### src/rtl/counter_ctrl_pkg.sv
// Shared types and constants for the counter timer controller.
package counter_ctrl_pkg;

  localparam int unsigned CNT_WIDTH_DEF = 8;

  typedef enum logic {
    ST_IDLE = 1'b0,
    ST_RUN  = 1'b1
  } state_t;

endpackage

### src/rtl/counter_timer_ctrl_down_counter.sv
// Loadable down-counter datapath; synchronous load wins over decrement.
module down_counter #(
  parameter int unsigned CNT_WIDTH = 8
) (
  input  logic                 clk,
  input  logic                 reset,
  input  logic                 load,
  input  logic [CNT_WIDTH-1:0] load_val,
  input  logic                 dec,
  output logic [CNT_WIDTH-1:0] value
);

  always_ff @(posedge clk) begin
    if (reset) begin
      value <= '0;
    end else if (load) begin
      value <= load_val;
    end else if (dec) begin
      value <= value - CNT_WIDTH'(1);
    end
  end

endmodule

### src/rtl/counter_timer_ctrl.sv
// Timer controller: sequences a down-counter for periodic or one-shot terminal-count events.
module counter_timer_ctrl
  import counter_ctrl_pkg::*;
#(
  parameter int unsigned CNT_WIDTH = CNT_WIDTH_DEF
) (
  input  logic                 clk,
  input  logic                 reset,
  input  logic                 start,
  input  logic                 stop,
  input  logic                 hold,
  input  logic                 auto_reload,
  input  logic [CNT_WIDTH-1:0] period,
  output logic                 busy,
  output logic                 tick,
  output logic                 done,
  output logic [CNT_WIDTH-1:0] count
);

  state_t                 state_q, state_d;
  logic [CNT_WIDTH-1:0]   period_q, period_d;
  logic                   reload_q, reload_d;
  logic                   tick_d, done_d;
  logic                   load, dec;
  logic [CNT_WIDTH-1:0]   load_val;
  logic                   start_ok;

  assign start_ok = start && (period != '0);

  always_ff @(posedge clk) begin
    if (reset) begin
      state_q  <= ST_IDLE;
      period_q <= '0;
      reload_q <= 1'b0;
      tick     <= 1'b0;
      done     <= 1'b0;
    end else begin
      state_q  <= state_d;
      period_q <= period_d;
      reload_q <= reload_d;
      tick     <= tick_d;
      done     <= done_d;
    end
  end

  // busy is a direct decode of the state flop, so it is still registered
  assign busy = (state_q == ST_RUN);

  always_comb begin
    state_d  = state_q;
    period_d = period_q;
    reload_d = reload_q;
    tick_d   = 1'b0;
    done_d   = 1'b0;
    load     = 1'b0;
    load_val = '0;
    dec      = 1'b0;
    unique case (state_q)
      ST_IDLE: begin
        if (start_ok) begin
          period_d = period;
          reload_d = auto_reload;
          load     = 1'b1;
          load_val = period;
          state_d  = ST_RUN;
        end
      end
      ST_RUN: begin
        if (stop) begin
          load     = 1'b1;
          load_val = '0;
          state_d  = ST_IDLE;
        end else if (start_ok) begin
          period_d = period;
          reload_d = auto_reload;
          load     = 1'b1;
          load_val = period;
        end else if (hold) begin
          // count frozen; a pending terminal count waits for hold to drop
        end else if (count == CNT_WIDTH'(1)) begin
          tick_d = 1'b1;
          load   = 1'b1;
          if (reload_q) begin
            load_val = period_q;
          end else begin
            load_val = '0;
            done_d   = 1'b1;
            state_d  = ST_IDLE;
          end
        end else begin
          dec = 1'b1;
        end
      end
      default: state_d = ST_IDLE;
    endcase
  end

  down_counter #(
    .CNT_WIDTH (CNT_WIDTH)
  ) u_down_counter (
    .clk      (clk),
    .reset    (reset),
    .load     (load),
    .load_val (load_val),
    .dec      (dec),
    .value    (count)
  );

endmodule

### config.mk
export PLATFORM = sky130hd
export DESIGN_NAME = counter_timer_ctrl
export DESIGN_NICKNAME = d
export VERILOG_FILES = /design/src/rtl/counter_ctrl_pkg.sv /design/src/rtl/counter_timer_ctrl_down_counter.sv /design/src/rtl/counter_timer_ctrl.sv
export SDC_FILE = /design/constraint.sdc
export NUM_CORES = 1
export LEC_CHECK = 0
export ABC_AREA = 1
export CAP_MARGIN = 0
export CORE_AREA = 2 2 77 50
export CTS_CLUSTER_DIAMETER = 120
export CTS_CLUSTER_SIZE = 30
export DETAILED_ROUTE_END_ITERATION = 12
export DIE_AREA = 0 0 79 52
export MAX_ROUTING_LAYER = met4
export PLACE_DENSITY = 0.68
export SLEW_MARGIN = 20
export SYNTH_ARGS = -nofsm -noshare
export SYNTH_HDL_FRONTEND = slang
export SYNTH_HIERARCHICAL = 1
export SYNTH_SLANG_ARGS = --single-unit
### constraint.sdc
create_clock -name clk -period 4.5 [get_ports clk]
set_clock_uncertainty 0.2 [all_clocks]
set_input_delay 0.9 -clock clk [delete_from_list [all_inputs] [get_ports clk]]
set_output_delay 0.9 -clock clk [all_outputs]
set_load 0.01 [all_outputs]
==> impl_metrics.csv <==
group,metric,value,unit
placed_design,gp_congestion,0.870,
routing,drc,0,
yosys,synth-edff-count,0,
yosys,synth_top_area_share,0.261,
setup_path,crit_type,"primary input to flop",
floorplanning,pin_count,25,
power,leakage,0.949,nW
cts,cts_max_level,1,
yosys,ys_ff_latch,20,
cts,cts_buffers,3,
sta,setup_ws,1.47,ns
placed_design,hpwlAfterDp,2830,µm
global_routing,antenna_found_initial,0,
floorplanning,die_h,52,µm
setup_path,crit_chain,"clkdlybuf4s50_1 > nor2_2 > nand4_4 > nand2_4 > nand2_1 > nor2_1 > nand2_1 > o21ai_1 > nand2_1 > o21ai_1 > inv_1",
cts,cts_sinks,20,
yosys,avgSynthCellArea,5.95,µm²
yosys,syn_inst,258,
floorplanning,start_util,0.445,
yosys,ys_warn_count,6,
run_status,status,"finished, final reports clean",
placed_design,dp_slack,1.22,ns
routing,drtIter0Drc,115,
sta,fin_crit_sh,0.673,
job,maxCapViolations,0,
yosys,synth_nets,273,
cts,cts_setup_buffers,0,
final_layout,area_growth,18.8,%
sta,hold_viol,0,
routing,vias,1561,
cts,cts_hold_buffers,0,
power,ir_worst_vdd,0.152,mV
global_routing,grt_pass1_wl,6030,µm
final_layout,instances_no_fill,324,
setup_path,critPathMaxFanout,19,
routing,wl_per_cell,11.2,µm
routing,via_per_inst,4.82,
global_routing,grt_pass1_vias,1282,
yosys,synthArstFlopShare,0,
min_path,hold_path_class,"flop to flop",
cts,ctsResizeCount,0,
global_routing,track_usage,0.196,
yosys,syn_area,1530,µm²
yosys,ys.flop_type,"dfxtp_1",
floorplanning,std_cell_rows,17,
setup_path,endpoint_kind,"flop",
sta,setup_viol,0,
setup_path,cp.arrival,2.98,ns
floorplanning,die_w,79,µm
sta,maxSlewViolCount,0,
cts,path_clk_slew,0.07,ns
setup_path,critPathMaxStageDelay,0.49,ns
final_layout,fin_util,0.529,
yosys,ys_seq_area_frac,0.261,
power,powerDensity,253,nW/µm²
cts,cts_tree,"done",
cts,cts_root_buf,"clkbuf_8",
sta,max_freq,0.330,GHz
floorplanning,die-area,4110,µm²
global_routing,grt_max_degree,20,
sta,post-route-min-period,3.03,ns
floorplanning,fp.coreArea,3450,µm²
placed_design,dp.cells,320,
yosys,synthDistinctLibCells,29,
setup_path,required,4.46,ns
sta,relSlewSlack,0.527,
routing,drt-total-wl,3620,µm
final_layout,nets,293,
yosys,synth_common_cells,"nand2_1, inv_1, nand3_1",
setup_path,start_kind,"primary input",
routing,ant_nets,0,
sta,tightest_slew,0.707,ns
placed_design,port_buffers,24,
cts,clockBufferDepth,2,
setup_path,cp_common_cell,"nand2_1",
yosys,synth_top_area_cell,"dfxtp_1",
routing,drtPass1Iterations,4,
sta,rsz0062_at_grt,"no",
global_routing,overflow,0,
yosys,synth_area_leaders,"dfxtp_1, nand2_1, inv_1",
final_layout,antenna_cells,0,
cts,clock_latency,0.25,ns
sta,fin_setup_tns,0,ns
setup_path,slowest_stage,"clkdlybuf4s50_1",
yosys,synth.most_common_cell,"nand2_1",
final_layout,post_route_cells_drive_above_1_share,0.108,
cells by family (layout without fill, tap and decap cells):
family,Yosys count,count (layout),share of synthesized area
flops,20,20,0.261
simple gates,152,152,0.470
compound gates,20,20,0.0799
buf+inv,65,84,0.181
fa+ha+maj,1,1,0.00816
where the power goes:
part	leakage (nW)	internal (mW)	switching, mW
sequential	0.165	0.189	0.0135
combinational	0.756	0.0510	0.0732
clock	0.0288	0.0778	0.0567
critical path: cells and delay by family:
kind / cells / cell delay [ns]
simple gates: 7 / 1.30
buf+inv: 2 / 0.53
compound gates: 2 / 0.25
metrics by stage:
stage                     instance area (µm²)  power, mW  hold slack (ns)
after floorplan                          1530      0.290            0.286
after global placement                   1770      0.330            0.301
after detailed placement                 1770      0.329            0.300
after CTS                                1820      0.466            0.314
after global routing                     1820      0.493            0.342
final                                    1820      0.461            0.310
cells in the final DEF, fill, tap and decap left out:
| cell | instances |
|---|---|
| a21oi_1 | 4 |
| a21oi_2 | 2 |
| a22oi_1 | 4 |
| a31oi_1 | 1 |
| clkbuf_8 | 4 |
| clkdlybuf4s50_1 | 24 |
| clkinv_1 | 1 |
| clkinv_2 | 1 |
| dfxtp_1 | 20 |
| ha_1 | 1 |
| inv_1 | 49 |
| inv_2 | 5 |
| nand2_1 | 66 |
| nand2_2 | 5 |
| nand2_4 | 1 |
| nand3_1 | 32 |
| nand3_2 | 2 |
| nand4_1 | 10 |
| nand4_4 | 1 |
| nor2_1 | 24 |
| nor2_2 | 6 |
| nor2_4 | 2 |
| nor3_1 | 2 |
| o21ai_1 | 8 |
| o21ai_2 | 1 |
| or2_1 | 1 |
path summary, 6_finish.rpt:
check | start | endpoint | slack, ns | cells after the start
worst max-delay path | period[1] | u_down_counter/value[4] | 1.47 | 11
worst min-delay path | period_q[1] | period_q[1] | 0.31 | 4
worst max register to register | u_down_counter/value[0] | u_down_counter/value[1] | 1.97 | 11
worst min register to register | period_q[1] | period_q[1] | 0.31 | 4
metal layers:
layer	part of all wire	track usage
met5	0	-
met4	0	0.0259
met3	0.064	0.0521
met1	0.54	0.297
met2	0.39	0.260
flip-flops by register name (all words and copies together), names as in the netlist:
| signal | cells |
|---|---|
| u_down_counter/value | 8 |
| done | 1 |
| busy | 1 |
| tick | 1 |
| reload_q | 1 |
| period_q | 8 |
cell type report:
| type | instances | area [µm²] |
|---|---|---|
| Clock buffer | 4 | 55.1 |
| Fill cell | 358 | 1620 |
| Inverter | 56 | 211 |
| Multi-Input combinational cell | 173 | 856 |
| Sequential cell | 20 | 400 |
| Tap cell | 47 | 58.8 |
| Timing Repair Buffer | 24 | 240 |
Power figures use the tool's default switching activity.
